File: config.mk
export PLATFORM = sky130hd
export DESIGN_NAME = cic_readout_sched
export DESIGN_NICKNAME = d
export VERILOG_FILES = /design/src/rtl/cic_pkg.sv /design/src/rtl/cic_pending_select.sv /design/src/rtl/cic_readout_sched.sv
export SDC_FILE = /design/constraint.sdc
export NUM_CORES = 1
export LEC_CHECK = 0
export BUFFER_PORTS_ARGS = -buffer_cell sky130_fd_sc_hd__clkbuf_2
export CORE_ASPECT_RATIO = 0.9
export CORE_MARGIN = 5
export CORE_UTILIZATION = 53
export CTS_BUF_LIST = sky130_fd_sc_hd__clkbuf_4 sky130_fd_sc_hd__clkbuf_8
export DETAILED_ROUTE_END_ITERATION = 16
export PLACE_DENSITY = 0.8
export SETUP_SLACK_MARGIN = 0.1
export SLEW_MARGIN = 20
export SYNTH_ARGS = -nofsm -noshare
export SYNTH_HDL_FRONTEND = slang
export SYNTH_SLANG_ARGS = --single-unit
File: constraint.sdc
create_clock -name clk -period 20.6 [get_ports clk]
set_input_delay 3.09 -clock clk [delete_from_list [all_inputs] [get_ports clk]]
set_output_delay 3.09 -clock clk [all_outputs]
set_load 0.02 [all_outputs]
File: src/rtl/cic_pkg.sv
// Shared defaults, scheduler state type and decimation-select clamp for the
// CIC readout scheduler.
package cic_pkg;

  localparam int unsigned NUM_CH_DEF         = 4;
  localparam int unsigned DATA_WIDTH_DEF     = 25;
  localparam int unsigned MAX_LOG2_DECIM_DEF = 8;
  localparam int unsigned DECIM_SEL_W        = 4;

  typedef enum logic {
    IDLE = 1'b0,
    RUN  = 1'b1
  } sched_state_t;

  // A zero request would give a period of 1, which leaves no cycle to drain.
  function automatic int unsigned clamp_log2(input int unsigned sel,
                                             input int unsigned max_log2);
    if (sel == 0) begin
      return 1;
    end else if (sel > max_log2) begin
      return max_log2;
    end else begin
      return sel;
    end
  endfunction

endpackage

File: src/rtl/cic_pending_select.sv
// Lowest-index priority select over the pending readout mask, with
// one-remaining detection for end-of-frame marking.
module cic_pending_select #(
  parameter int unsigned NUM_CH = 4,
  parameter int unsigned CH_W   = 2
) (
  input  logic [NUM_CH-1:0] pending,
  output logic              any,
  output logic [CH_W-1:0]   sel_idx,
  output logic [NUM_CH-1:0] sel_onehot,
  output logic              last
);

  logic found;

  always_comb begin
    found      = 1'b0;
    sel_idx    = '0;
    sel_onehot = '0;
    for (int unsigned i = 0; i < NUM_CH; i++) begin
      if (pending[i] && !found) begin
        found         = 1'b1;
        sel_idx       = CH_W'(i);
        sel_onehot[i] = 1'b1;
      end
    end
  end

  assign any  = |pending;
  assign last = any && ((pending & (pending - NUM_CH'(1))) == '0);

endmodule

File: src/rtl/cic_readout_sched.sv
// Decimation timing and per-channel readout scheduler for a bank of CIC
// filters: generates the comb-stage strobe and serialises captured words.
module cic_readout_sched
  import cic_pkg::*;
#(
  parameter int unsigned NUM_CH         = NUM_CH_DEF,
  parameter int unsigned DATA_WIDTH     = DATA_WIDTH_DEF,
  parameter int unsigned MAX_LOG2_DECIM = MAX_LOG2_DECIM_DEF,
  localparam int unsigned CH_W          = (NUM_CH > 1) ? $clog2(NUM_CH) : 1
) (
  input  logic                         clk,
  input  logic                         reset,
  input  logic                         enable,
  input  logic [DECIM_SEL_W-1:0]       decim_sel,
  input  logic [NUM_CH-1:0]            ch_enable,
  input  logic [NUM_CH*DATA_WIDTH-1:0] ch_data,
  output logic                         sample_tick,
  output logic                         out_valid,
  input  logic                         out_ready,
  output logic [DATA_WIDTH-1:0]        out_data,
  output logic [CH_W-1:0]              out_ch,
  output logic                         out_last,
  output logic                         overrun,
  input  logic                         overrun_clr
);

  localparam int unsigned ACT_W = $clog2(MAX_LOG2_DECIM + 1);
  localparam int unsigned CNT_W = MAX_LOG2_DECIM;

  sched_state_t          state_q, state_d;
  logic [CNT_W-1:0]      cnt_q;
  logic [ACT_W-1:0]      act_q;
  logic [ACT_W-1:0]      act_sel;
  logic [CNT_W-1:0]      period_m1;
  logic [NUM_CH-1:0]     pending_q;
  logic [NUM_CH-1:0]     pending_after;
  logic [NUM_CH-1:0]     sel_onehot;
  logic [NUM_CH-1:0]     accept_mask;
  logic [DATA_WIDTH-1:0] hold_q [NUM_CH];
  logic                  overrun_q;
  logic                  tick;
  logic                  capture;
  logic                  any_pending;
  logic                  last_pending;
  logic [CH_W-1:0]       sel_idx;

  cic_pending_select #(
    .NUM_CH (NUM_CH),
    .CH_W   (CH_W)
  ) u_select (
    .pending    (pending_q),
    .any        (any_pending),
    .sel_idx    (sel_idx),
    .sel_onehot (sel_onehot),
    .last       (last_pending)
  );

  always_comb begin
    state_d = state_q;
    unique case (state_q)
      IDLE:    if (enable)  state_d = RUN;
      RUN:     if (!enable) state_d = IDLE;
      default: state_d = IDLE;
    endcase
  end

  always_comb begin
    act_sel       = ACT_W'(clamp_log2(32'(decim_sel), MAX_LOG2_DECIM));
    period_m1     = CNT_W'((32'd1 << act_q) - 32'd1);
    tick          = (state_q == RUN) && (cnt_q == period_m1);
    capture       = tick && enable;
    accept_mask   = sel_onehot & {NUM_CH{any_pending && out_ready}};
    pending_after = pending_q & ~accept_mask;
  end

  // A capture replaces whatever is still pending; that loss is what overrun records.
  always_ff @(posedge clk) begin
    if (reset) begin
      state_q   <= IDLE;
      cnt_q     <= '0;
      act_q     <= ACT_W'(1);
      pending_q <= '0;
      overrun_q <= 1'b0;
      for (int unsigned i = 0; i < NUM_CH; i++) begin
        hold_q[i] <= '0;
      end
    end else begin
      state_q <= state_d;
      if (state_q == IDLE) begin
        cnt_q     <= '0;
        pending_q <= '0;
        if (enable) begin
          act_q <= act_sel;
        end
      end else if (!enable) begin
        cnt_q     <= '0;
        pending_q <= '0;
      end else if (tick) begin
        cnt_q     <= '0;
        act_q     <= act_sel;
        pending_q <= ch_enable;
        for (int unsigned i = 0; i < NUM_CH; i++) begin
          hold_q[i] <= ch_data[i*DATA_WIDTH +: DATA_WIDTH];
        end
      end else begin
        cnt_q     <= cnt_q + CNT_W'(1);
        pending_q <= pending_after;
      end

      if (capture && (|pending_after)) begin
        overrun_q <= 1'b1;
      end else if (overrun_clr) begin
        overrun_q <= 1'b0;
      end
    end
  end

  assign sample_tick = tick;
  assign out_valid   = any_pending;
  assign out_ch      = sel_idx;
  assign out_data    = hold_q[sel_idx];
  assign out_last    = last_pending;
  assign overrun     = overrun_q;

endmodule

==> results, run 1 <==
- Leaving out filler cells and counting taps, the final layout contains 770.
- The top cell type's share of synthesized area is 53.7%.
- STA puts the critical path data required time at 17.51 ns.
- Of the total synthesized cell area, the portion taken by XOR and XNOR cells is 1.72%.
- The via count of the first global-routing pass is 4123.
- The max-slew violation total from the final report is 0.
- In this run the power spent charging and discharging nets is roughly 0.11 mW.
- The internal power component is ~0.42 mW.
- The synthesized-area fraction occupied by ao, oa, aoi and oai cells is between 10% and 20%.
- TritonCTS built the clock tree.
- After layout, the worst setup slack is between 10 and 15 ns.
- 144 I/O pins were placed.
- For this run, the slowest stage of the critical path takes 0.67 ns.
- The share of total power consumed by net switching is 20.9%.
- The largest family of logic cells by synthesized area is simple AND/OR/NAND/NOR gates.
- The source of the worst register-to-register timing path is act_q[2]$_SDFFE_PP0P_.
- Setup violations remaining at the end of the flow were counted as 0.
- The slew at the pin closest to its max-slew limit is 1.01 ns.
- The run finished with clean final reports.
- The number of nets in the finished design is 743.
- The total grt overflow is 0.
- The synthesis-to-finish area growth is 21.8%.
- The endpoint class of the critical path is an output pin.
- The most common flop cell mapped by yosys is sky130_fd_sc_hd__edfxtp_1.
- In this run, the clock network consumes 42.2% of the power.
- After synthesis, the cell types taking the most area are sky130_fd_sc_hd__edfxtp_1, sky130_fd_sc_hd__and2_1, sky130_fd_sc_hd__dfxtp_1.
- The initialized floorplan defines 35 standard-cell rows.
- The share of async-settable or async-resettable flops after synthesis is 0%.
- The y dimension of the die is between 100 and 150 µm.
- The instance count of the mapped netlist is 495.
- The sequential fraction of the synthesis area is 60.1%.
- The startpoint identified for the worst hold timing path is overrun$_SDFFE_PP0P_.
- Once placement completed, the tool counted placed cells totaling 738.
- The via count is about 4000.
- The cell type group with the largest total delay on the critical path is buffers and inverters.
- In this run the standard cell core region covers 0.0103 mm².
- The count of port buffers added during placement is 143.
- Between clock sinks in the finished design, the worst skew comes to 0.00873 ns.
- Across all hold checks on the routed design, the worst slack comes to 0.482 ns.
- Clock tree synthesis selected as its root buffer the cell sky130_fd_sc_hd__clkbuf_8.
- The slowest stage of the critical path belongs to the cell sky130_fd_sc_hd__clkinv_1.
- The number of antenna violations at the first check in global routing is 0.
- In the final routed layout, each cell accounts on average for 15.9 µm.
- For this configuration, the core starts out at a cell density of 54.4%.
- From left edge to right edge, the die measures 118 µm.
- The clock net in this run drives a total of 118 sinks.
- The max-capacitance violation count is 0.
- The top metal layer carrying routed signals is met4.
- By instance count, the cell type seen most on the critical path is sky130_fd_sc_hd__buf_4.
- The first global-routing pass estimated 20.0 mm of wire.
- The length of routed wiring on met1 is 5.17 mm.
- The origin of the worst setup path is pending_q[3]$_SDFF_PP0_.
- The total detailed-routing wirelength is between 10 and 15 mm.
- The met2 layer wire length in the routed design is around 6 mm.
- The share of final-layout standard cells stronger than drive strength 1 is 29.3%.
- Walking the worst path, the cells encountered are inv_1, nor2_1, o21ai_4, buf_4, clkinv_1, buf_4, a211oi_1, a31oi_1, clkbuf_2.
- The clock latency reported for the late side of the worst-skew pair is ~0.42 ns.
- Counting flops and latches in the post-synthesis netlist gives around 120.
- After Yosys synthesis, full adders, half adders and majority gates account for 0.447% of the synthesized area.
- Based on the critical path, the design can be clocked at up to 0.156 GHz.
- The number of antenna diodes is 0.
- The post-synthesis mux area share is 1.43%.
- The layout filler cell count is 793.
- The tightest slew margin relative to the limit is about 33%.
- After clock tree synthesis, the flow added hold-fix buffers numbering 0.
- The netlist uses between 40 and 50 different library cells.
- Counting both buffers and inverters, the worst setup path holds a total of 5.
- Setup repair after global routing left no endpoint under its margin.
- The aggregate global-route resource usage is roughly a fifth.
- The floorplan step defined a die boundary enclosing between 0.01 and 0.015 mm².
- The CTS buffer count is 17.
- The synthesized netlist devotes 23.2% of its cell area to simple gates.
- Sequential cells account for roughly 51% of the total power.
- After detailed routing, the number of remaining DRC violations is 0.
- The portion of the clock cycle consumed by the worst path in the final layout is 31.2%.
- The buffer count from post-CTS setup fixing is 0.
- The class of the tightest hold or removal check is reg2reg.
- The count of yosys warnings during synthesis is 0.
- The iteration-0 DRC count of the detailed router is approximately 340.
- The sum of met3 wire segment lengths after detailed routing is 904 µm.
- The number of H-tree branching levels is 4.
- The longest clock path from root to sink contains 2 buffers.
- The maximum fanout encountered on the critical timing path is between 50 and 60.
- The accumulated negative setup slack is 0 ns.
- In the routed layout, each cell is associated on average with a via count of 5.26.
- At the end of routability-driven placement, the weighted congestion stood at approximately 0.86.
- After clock tree synthesis, the clock-pin slew on the worst setup and hold paths is around 0.07 ns.
- After legalization and detailed placement, the total HPWL measured between 8 and 9 mm.
- The cell area that synthesis handed to floorplanning was 0.00560 mm².
- The slack of the worst reg-to-reg path is 16.85 ns.
- The static leakage is 2.85 nW.
- The hold violation total from the final report was 0.
- The post-placement setup slack is 14.60 ns.
- The critical path is of the reg2out type.
- Gates resized during post-CTS repair numbered 0.
- STA classifies the critical path startpoint as a flop.
- The first-pass iteration count of the detailed router is 7.
- The number of nets handed over by synthesis was 610.
- Entering global routing, the biggest net connects 101 pins.
- The share of power burned in combinational logic is 6.8%.
- The critical path data arrival time is 3.33 ns.
- The time the worst path needs with I/O delays and setup is about 6.4 ns.
- The worst-case IR drop observed on VDD is 0.0000653 V.
- The number of synthesized flops with an enable pin is 100.
- The count of antenna-violating nets left after detailed routing is 0.
- The largest total area in the synthesized netlist belongs to sky130_fd_sc_hd__edfxtp_1.
- Averaged over all synthesized cells, the footprint is 11.3 µm².
- The power density of the placed cells is just under 80 mW/mm².
[final timing paths]
kind | depth (start not counted) | end
max reg2reg | 9 | hold_q[2][2]$_SDFFCE_PN0P_
max | 9 | out_data[11]
min reg2reg | 2 | overrun$_SDFFE_PP0P_
min | 2 | overrun$_SDFFE_PP0P_
[layout make-up]
cell class | count | area, µm² | share of cell area (%)
Tap cell | 129 | 161 | 2.37
Sequential cell | 118 | 3360 | 49.4
Clock inverter | 11 | 156 | 2.30
Inverter | 6 | 22.5 | 0.331
Timing Repair Buffer | 148 | 753 | 11.1
Multi-Input combinational cell | 337 | 2090 | 30.7
Clock buffer | 21 | 264 | 3.88
[registers in the layout, summed over array words and instances (netlist names)]
name	cells
act_q	4
cnt_q	8
hold_q	100
overrun	1
pending_q	4
state_q	1
[logic make-up after synthesis]
logic type      after synthesis
fa+ha+maj                     2
buf+inv                      40
compound gates               77
flops                       118
simple gates                239
xor+xnor                     11
mux                           8
[worst register-to-register path: stages, from the launching register on]
cell and delay [ns]:
sky130_fd_sc_hd__dfxtp_1 0.56, sky130_fd_sc_hd__nor2_1 0.12, sky130_fd_sc_hd__nand3b_1 0.10, sky130_fd_sc_hd__ha_1 0.22
sky130_fd_sc_hd__xnor2_1 0.15, sky130_fd_sc_hd__xnor2_1 0.12, sky130_fd_sc_hd__a2111oi_4 0.45, sky130_fd_sc_hd__o211ai_4 0.21
sky130_fd_sc_hd__o21bai_4 0.51, sky130_fd_sc_hd__buf_4 0.86
[placed cells by master, fill, tap and decap left out, types with 6 or more instances in the layout]
master and count:
sky130_fd_sc_hd__clkbuf_2 143, sky130_fd_sc_hd__and2_1 125, sky130_fd_sc_hd__edfxtp_1 100, sky130_fd_sc_hd__nand2_1 60
sky130_fd_sc_hd__a31oi_1 26, sky130_fd_sc_hd__nor2_1 25, sky130_fd_sc_hd__a211oi_1 25, sky130_fd_sc_hd__dfxtp_1 18
sky130_fd_sc_hd__clkbuf_8 17, sky130_fd_sc_hd__mux2i_1 8, sky130_fd_sc_hd__xor2_1 6, sky130_fd_sc_hd__nand2b_1 6
[metrics by stage]
stage                     power, mW  util (%)  instance area [µm²]
after floorplan               0.296         -                 5600
after global routing          0.550      66.2                 6810
after global placement        0.310      62.1                 6390
after detailed placement      0.311      62.1                 6390
final                         0.530      66.2                 6810
after CTS                     0.533      66.2                 6810
[per-layer routing]
metal	global-route usage [%]	vias to the layer above
li1	-	2000
met1	24.6	1866
met2	33.3	166
met3	7.20	15
met4	5.32	0
met5	0	-
[cells in the mapped netlist, types with 2 or more instances]
library cell               instances
sky130_fd_sc_hd__o21ai_0           6
sky130_fd_sc_hd__and2_1          125
sky130_fd_sc_hd__clkbuf_2         10
sky130_fd_sc_hd__buf_2             3
sky130_fd_sc_hd__or4_1             3
sky130_fd_sc_hd__o21a_1            4
sky130_fd_sc_hd__a21oi_1           5
sky130_fd_sc_hd__nor2_1           25
sky130_fd_sc_hd__inv_1             5
sky130_fd_sc_hd__nor3_1            3
sky130_fd_sc_hd__dfxtp_1          18
sky130_fd_sc_hd__a31oi_1          26
sky130_fd_sc_hd__clkbuf_1         20
sky130_fd_sc_hd__or3_1             3
sky130_fd_sc_hd__and3_1            3
sky130_fd_sc_hd__nand3_1           5
sky130_fd_sc_hd__edfxtp_1        100
sky130_fd_sc_hd__ha_1              2
sky130_fd_sc_hd__xor2_1            6
sky130_fd_sc_hd__xnor2_1           5
sky130_fd_sc_hd__mux2i_1           8
sky130_fd_sc_hd__nand2b_1          6
sky130_fd_sc_hd__a211oi_1         25
sky130_fd_sc_hd__nand2_1          60
[power groups by stage]
stage / combinational [mW] / sequential, mW / clock (mW)
after floorplan: 0.0213 / 0.275 / 0
after global placement: 0.0356 / 0.275 / 0
after detailed placement: 0.0363 / 0.275 / 0
after CTS: 0.0366 / 0.270 / 0.226
after global routing: 0.0401 / 0.271 / 0.239
final: 0.0363 / 0.270 / 0.224
(Power assumes the default switching activity.)
==> inputs of run 2 (changes only) <==
==> constraint.sdc (replaced) <==
create_clock -name clk -period 6.6 [get_ports clk]
set_input_delay 0.99 -clock clk [delete_from_list [all_inputs] [get_ports clk]]
set_output_delay 0.99 -clock clk [all_outputs]
set_load 0.02 [all_outputs]
==> results, run 2 (same netlist as run 1, synthesis figures left out) <==
- Leaving out filler cells and counting taps, the final layout contains 771.
- The horizontal extent of the die is 118 µm.
- The sum of met3 wire segment lengths after detailed routing is just over 900 µm.
- The worst setup path is captured at an output pin.
- STA puts the critical path data required time at 5.61 ns.
- The final layout contains routed wiring with a total length of 12.3 mm.
- The length of routed wiring on met1 is 5.21 mm.
- The flow ran to the end, and the final reports show no timing, DRC or antenna violations.
- At the end of routability-driven placement, the weighted congestion stood at approximately 0.84.
- The design draws around 1.7 mW.
- The top metal layer carrying routed signals is met4.
- In the final layout, flip-flops and latches occupy approximately 0.0034 mm².
- The number of setup violations in the final report is 0.
- For this run, the detailed router's first-pass iteration total came to 5.
- Counting cells, the worst reg-to-reg path comes to 10.
- The static leakage is 2.85 nW.
- The portion of the clock cycle consumed by the worst path in the final layout is between 50% and 60%.
- The post-placement setup slack is ~3 ns.
- The total area inside the core boundary comes to 0.0103 mm².
- Relative to the synthesized area, the layout overhead comes to 22.0%.
- After clock tree synthesis, the repair step resized 0 gates.
- TritonCTS built the clock tree.
- The hold violation total from the final report is 0.
- The number of clock sinks seen by CTS is ~120.
- The max-slew violation total from the final report came to 0.
- In this run the core area contains 35 standard-cell rows.
- Entering global routing, the biggest net connects 101 pins.
- The clock reaches the later pin of the worst-skew pair after 0.43 ns.
- Dividing the detail-routed via count by the number of cells gives roughly 5.3.
- The multi-input logic area is 0.00209 mm².
- The min-delay analysis places its worst path in the category reg2reg.
- Summed over all nets, wire length on met2 after detailed routing comes to 6.03 mm.
- Adding up every negative setup slack in the final design gives 0 ns.
- The number of antenna violations at the first check in global routing is 0.
- The last element of the critical path is out_data[12].
- The CTS buffer count is 17.
- For this run, the total global-route usage over all layers was measured as 19.5%.
- Subtracting the final worst setup slack from the clock period gives just under 4 ns.
- The share of final-layout standard cells stronger than drive strength 1 is 29.3%.
- The critical hold path startpoint is overrun$_SDFFE_PP0P_.
- Max-cap violations in this run came to 0.
- In this run the worst path has a maximum fanout of 51.
- For this configuration, the core starts out at a cell density of 54.4%.
- The area of the die is 0.0127 mm².
- The slack of the worst reg-to-reg path is 3.00 ns.
- After detailed placement, the design holds a cell count of between 700 and 800.
- The number of flip-flops under the largest register name is 100.
- The filler cells instantiated in the layout total 773.
- The number of setup buffers added after CTS is 0.
- The critical path class is reg2out.
- Clock skew on the completed layout was measured at about 0.014 ns.
- The repair_antennas step left the layout with diodes totalling 0.
- The worst setup path is launched from a flop.
- For this run, the share of the core covered by cells in the final layout is 66.3%.
- CTS placed an instance of sky130_fd_sc_hd__clkbuf_8 at the clock tree root.
- The first global-routing pass estimated 19.6 mm of wire.
- In the final routed layout, each cell accounts on average for roughly 16 µm.
- The count of antenna-violating nets left after detailed routing is 0.
- Detailed placement finished with a half-perimeter wire length of a little over 8 mm.
- The number of nets in the finished design is 744.
- VDD sags by at most approximately 0.00018 V.
- Leaving out fill and tap cells, the most frequent cell in the layout is sky130_fd_sc_hd__clkbuf_2.
- In this run the critical register-to-register path is captured at hold_q[0][9]$_SDFFCE_PN0P_.
- Dividing total power by cell area gives a power density of 242 mW/mm².
- The iteration-0 DRC count of the detailed router is 268.
- The count of port buffers added during placement is 143.
- The largest registers in the layout are hold_q (100), cnt_q (8).
- For this run, the top clock speed supported by timing is around 0.26 GHz.
- The count of pins on the block boundary is 144.
- The source of the worst register-to-register timing path is act_q[3]$_SDFFE_PP0P_.
- The most flop-heavy register is hold_q.
- The top cell types in the final layout, fill and taps aside, are sky130_fd_sc_hd__clkbuf_2, sky130_fd_sc_hd__and2_1, sky130_fd_sc_hd__edfxtp_1.
- At the pin with the least slew margin, the transition time is 0.750 ns.
- Setup repair after global routing left no endpoint under its margin.
- The H-tree was split into 4 levels.
- The y dimension of the die is 107 µm.
- Once routing completed, OpenROAD measured the worst setup slack at 2.72 ns.
- The DRC violation count after routing is 0.
- The origin of the worst setup path is pending_q[3]$_SDFF_PP0_.
- The via count is 4060.
- Measured against its own limit, the worst slew margin works out to roughly half.
- The post-cts hold buffer count is 0.
- The CTS clock-pin slew for the worst setup and hold paths is 0.07 ns.
- The total grt overflow is 0.
- The via count of the first global-routing pass is 4042.
- The clock passes through at most 2 buffers.
- Data arrives at the worst endpoint at 2.89 ns.
## run 2: layer usage
metal  vias up  GRT usage (%)
met1      1912           24.8
met5         -              0
met4         0           6.88
met2       127           31.6
li1       2008              -
met3        13           6.36
## run 2: stage by stage
step | hold WS, ns | area, µm²
2_1_floorplan | 0.467 | 5600
3_3_place_gp | 0.455 | 6400
3_5_place_dp | 0.474 | 6400
4_1_cts | 0.484 | 6830
5_1_grt | 0.537 | 6830
6_report | 0.481 | 6830
## run 2: critical path: stages, from the launching register on
cell and delay, ns:
sky130_fd_sc_hd__dfxtp_1 0.34, sky130_fd_sc_hd__inv_1 0.20, sky130_fd_sc_hd__nor2_1 0.10, sky130_fd_sc_hd__o21ai_4 0.12, sky130_fd_sc_hd__buf_4 0.43, sky130_fd_sc_hd__clkinv_1 0.26
sky130_fd_sc_hd__buf_4 0.35, sky130_fd_sc_hd__a211oi_1 0.34, sky130_fd_sc_hd__a31oi_1 0.10, sky130_fd_sc_hd__clkbuf_2 0.20
## run 2: final cells by class
type,count,area share [%]
multi-input combinational,337,30.7
sequential,118,49.3
tap,129,2.36
clock inverter,14,2.69
inverter,6,0.330
timing repair buffer,149,11.1
clock buffer,18,3.54
## run 2: worst min-delay path by stage
stage	endpoint	slack, ns	cells past startpoint
after detailed placement	overrun$_SDFFE_PP0P_	0.47	2
final	overrun$_SDFFE_PP0P_	0.48	2
after CTS	overrun$_SDFFE_PP0P_	0.48	2
after global placement	overrun$_SDFFE_PP0P_	0.45	2
after floorplan	cnt_q[0]$_SDFF_PP0_	0.47	1
after global routing	overrun$_SDFFE_PP0P_	0.54	2
## run 2: report_power, final
part           switching, mW  total, mW  internal [mW]
clock network          0.288      0.700          0.412
registers             0.0105      0.842          0.831
logic                 0.0589      0.112         0.0534
==> inputs of run 3 (changes only) <==
==> constraint.sdc (replaced) <==
create_clock -name clk -period 3.94 [get_ports clk]
set_input_delay 0.591 -clock clk [delete_from_list [all_inputs] [get_ports clk]]
set_output_delay 0.591 -clock clk [all_outputs]
set_load 0.02 [all_outputs]
==> results, run 3 (same netlist as run 1, synthesis figures left out) <==
- For this block, the initial DRC count from the detailed router was 198.
- For the final routed database, the setup TNS stands at 0 ns.
- The CTS tree is done.
- For this design the top-level I/O count stands at about 140.
- In the routed design, unresolved DRC markers number 0.
- The initial utilization of the core area, before any placement, comes to 54.4%.
- Across every metal layer, demand over resource in global routing totals 19.8%.
- The area of the die is 0.0127 mm².
- Of the total power, the clock network draws 41.8%.
- The number of H-tree branching levels is 4.
- The number of antenna violations at the first check in global routing was 0.
- Traced cell by cell, the critical path runs through nor2_1, nand3b_1, ha_1, xnor2_1, xnor2_1, a2111oi_4, o2111ai_1, inv_1, clkbuf_2.
- The number of antenna diodes is 0.
- CTS placed an instance of sky130_fd_sc_hd__clkbuf_8 at the clock tree root.
- The register with the most flip-flops in the layout has 100 of them.
- Registers are responsible for 51.2% of the overall power.
- Between clock sinks in the finished design, the worst skew comes to 0.0181 ns.
- The most prevalent standard cell on the critical path is sky130_fd_sc_hd__xnor2_1.
- The routability congestion estimate is 0.899.
- The class of the tightest hold or removal check is in2reg.
- Counting every sink on the clock net gives 118.
- Dividing total power by cell area gives a power density of just over 400 mW/mm².
- The endpoint class of the critical path is an output pin.
- The largest registers in the layout are hold_q (100), cnt_q (8).
- The post-cts hold buffer count is 0.
- The via count of the first global-routing pass is about 4200.
- The synthesis-to-finish area growth is 22.3%.
- The max-slew violation total from the final report is 0.
- The share of total power consumed by net switching is between 20 and 25%.
- The critical path data arrival time is 2.87 ns.
- For the pin with the worst max-slew slack, the measured transition is between 0.7 and 0.8 ns.
- After layout, the worst path uses 87.9% of the clock period.
- The commonest non-fill, non-tap cell in the layout is sky130_fd_sc_hd__clkbuf_2.
- The flow ran to the end, and the final reports show no timing, DRC or antenna violations.
- The worst setup path is of the reg2out kind.
- The maximum fanout encountered on the critical timing path is 11.
- The first global-routing pass estimated roughly 20 mm of wire.
- The layout has 776 filler cells.
- The number of cells on the worst hold path is 2.
- The achievable frequency is 0.289 GHz.
- The later pin in the worst-skew pair is clocked with a latency of 0.43 ns.
- Detailed placement finished with a half-perimeter wire length of 8.18 mm.
- The count of port buffers added during placement is 143.
- After detailed routing, the number of vias per cell comes to 5.38.
- The area of the core region is 0.0103 mm².
- The cell with the biggest individual delay on the critical path is sky130_fd_sc_hd__dfxtp_1.
- The number of setup violations in the final report is 0.
- The critical path's largest stage delay is 0.42 ns.
- The detailed router placed around 4100 vias in this run.
- Counting flops per register, the top entry is hold_q.
- The static leakage is 2.86 nW.
- For this run, the number of standard cells in the final layout without fillers is 770.
- Entering global routing, the biggest net connects 101 pins.
- For this run, the post-layout net count is between 700 and 800.
- The clock period could shrink to between 3 and 4 ns.
- The CTS buffer count is 17.
- The clock passes through at most 2 buffers.
- The quantity of gates resized following cts is 0.
- The switching power total is 0.594 mW.
- For the worst setup path, the data required time is around 3.4 ns.
- Combinational logic burns approximately 7% of the power.
- Setup repair after global routing left no endpoint under its margin.
- Summed over all layers, the global routing overflow is 0.
- In this run, placement finished with an instance count of ~740.
- The final layout contains routed wiring with a total length of 12.3 mm.
- The buffer count from post-CTS setup fixing is 0.
- IR analysis of the VDD net gives a maximum drop of 0.000302 V.
- Cell internal power was estimated by the tool at ~2.2 mW.
- The hold violation total from the final report is 0.
- The count of nets left with antenna violations once routing finished came out at 0.
- The mean routed wirelength per cell is between 15 and 20 µm.
- The worst setup path is launched from a flop.
- The floorplan has 35 rows.
- In this run the horizontal extent of the chip is 118 µm.
- The tool flagged a number of max-cap violations equal to 0.
- The library cells used most frequently in the layout, excluding fill and tap cells, are sky130_fd_sc_hd__clkbuf_2, sky130_fd_sc_hd__and2_1, sky130_fd_sc_hd__edfxtp_1.
- The first-pass iteration count of the detailed router is 4.
- The y dimension of the die is 107 µm.
- The number of cells on the worst reg-to-reg path is 10.
- Of the cells placed in the final design, the portion with a size suffix greater than 1 is 29.2%.
- Clock-pin slew was measured on the worst setup and hold paths at 0.07 ns.
- The tightest slew margin relative to the limit is around half.
[run 3: changes by cell type in the layout (fill, tap and decap cells not counted), moves of 2 or more]
cell / previous run / this run
sky130_fd_sc_hd__clkbuf_8: 17 / 19
sky130_fd_sc_hd__clkbuf_4: 1 / 3
sky130_fd_sc_hd__buf_4: 6 / 2
sky130_fd_sc_hd__clkinv_4: 3 / 0
sky130_fd_sc_hd__buf_12: 0 / 3
[run 3: per-stage QoR]
stage                     power (mW)  cell area, µm²  util (%)  hold slack, ns  setup WS, ns
final                           2.75            6840      66.5           0.416         0.476
after global routing            2.85            6840      66.5           0.395         0.253
after CTS                       2.77            6840      66.5           0.386         0.470
after detailed placement        1.63            6430      62.5           0.488         0.880
after global placement          1.62            6430      62.5           0.454          1.07
after floorplan                 1.54            5610         -           0.467         0.189
[run 3: layout make-up]
cell class | count | area (µm²) | share of cell area (%)
Sequential cell | 118 | 3360 | 49.1
Multi-Input combinational cell | 337 | 2090 | 30.6
Timing Repair Buffer | 148 | 791 | 11.6
Clock buffer | 22 | 284 | 4.15
Tap cell | 129 | 161 | 2.36
Clock inverter | 10 | 129 | 1.88
Inverter | 6 | 22.5 | 0.329
[run 3: path summary, 6_finish.rpt]
path	from	end	slack, ns
min	enable	state_q$_SDFF_PP0_	0.42
max	act_q[2]$_SDFFE_PP0P_	sample_tick	0.48
min reg2reg	overrun$_SDFFE_PP0P_	overrun$_SDFFE_PP0P_	0.49
max reg2reg	act_q[2]$_SDFFE_PP0P_	hold_q[2][15]$_SDFFCE_PN0P_	0.86
[run 3: per-layer routing]
layer | vias up | routed length [µm] | global-route usage (%) | part of all wire [%]
met4 | 0 | 279 | 7.94 | 2.3
met3 | 25 | 868 | 6.15 | 7.0
met1 | 1956 | 5190 | 24.5 | 42
met2 | 153 | 5990 | 32.3 | 49
li1 | 2009 | - | - | -
met5 | - | 0 | 0 | 0
[run 3: power groups by stage]
| stage | Combinational (mW) | Clock [mW] | Sequential [mW] |
|---|---|---|---|
| 2_1_floorplan | 0.112 | 0 | 1.43 |
| 3_3_place_gp | 0.187 | 0 | 1.43 |
| 3_5_place_dp | 0.191 | 0 | 1.44 |
| 4_1_cts | 0.193 | 1.17 | 1.41 |
| 5_1_grt | 0.208 | 1.23 | 1.41 |
| 6_report | 0.191 | 1.15 | 1.41 |
[run 3: critical path: cells and delay by family (launching register included)]
family	cells	cell delay (ns)
AO/OA/AOI/OAI	2	0.83
adder cells (fa/ha/maj)	1	0.24
XOR/XNOR	2	0.37
AND/OR/NAND/NOR	2	0.29
buffers and inverters	2	0.30
flip-flops	1	0.42
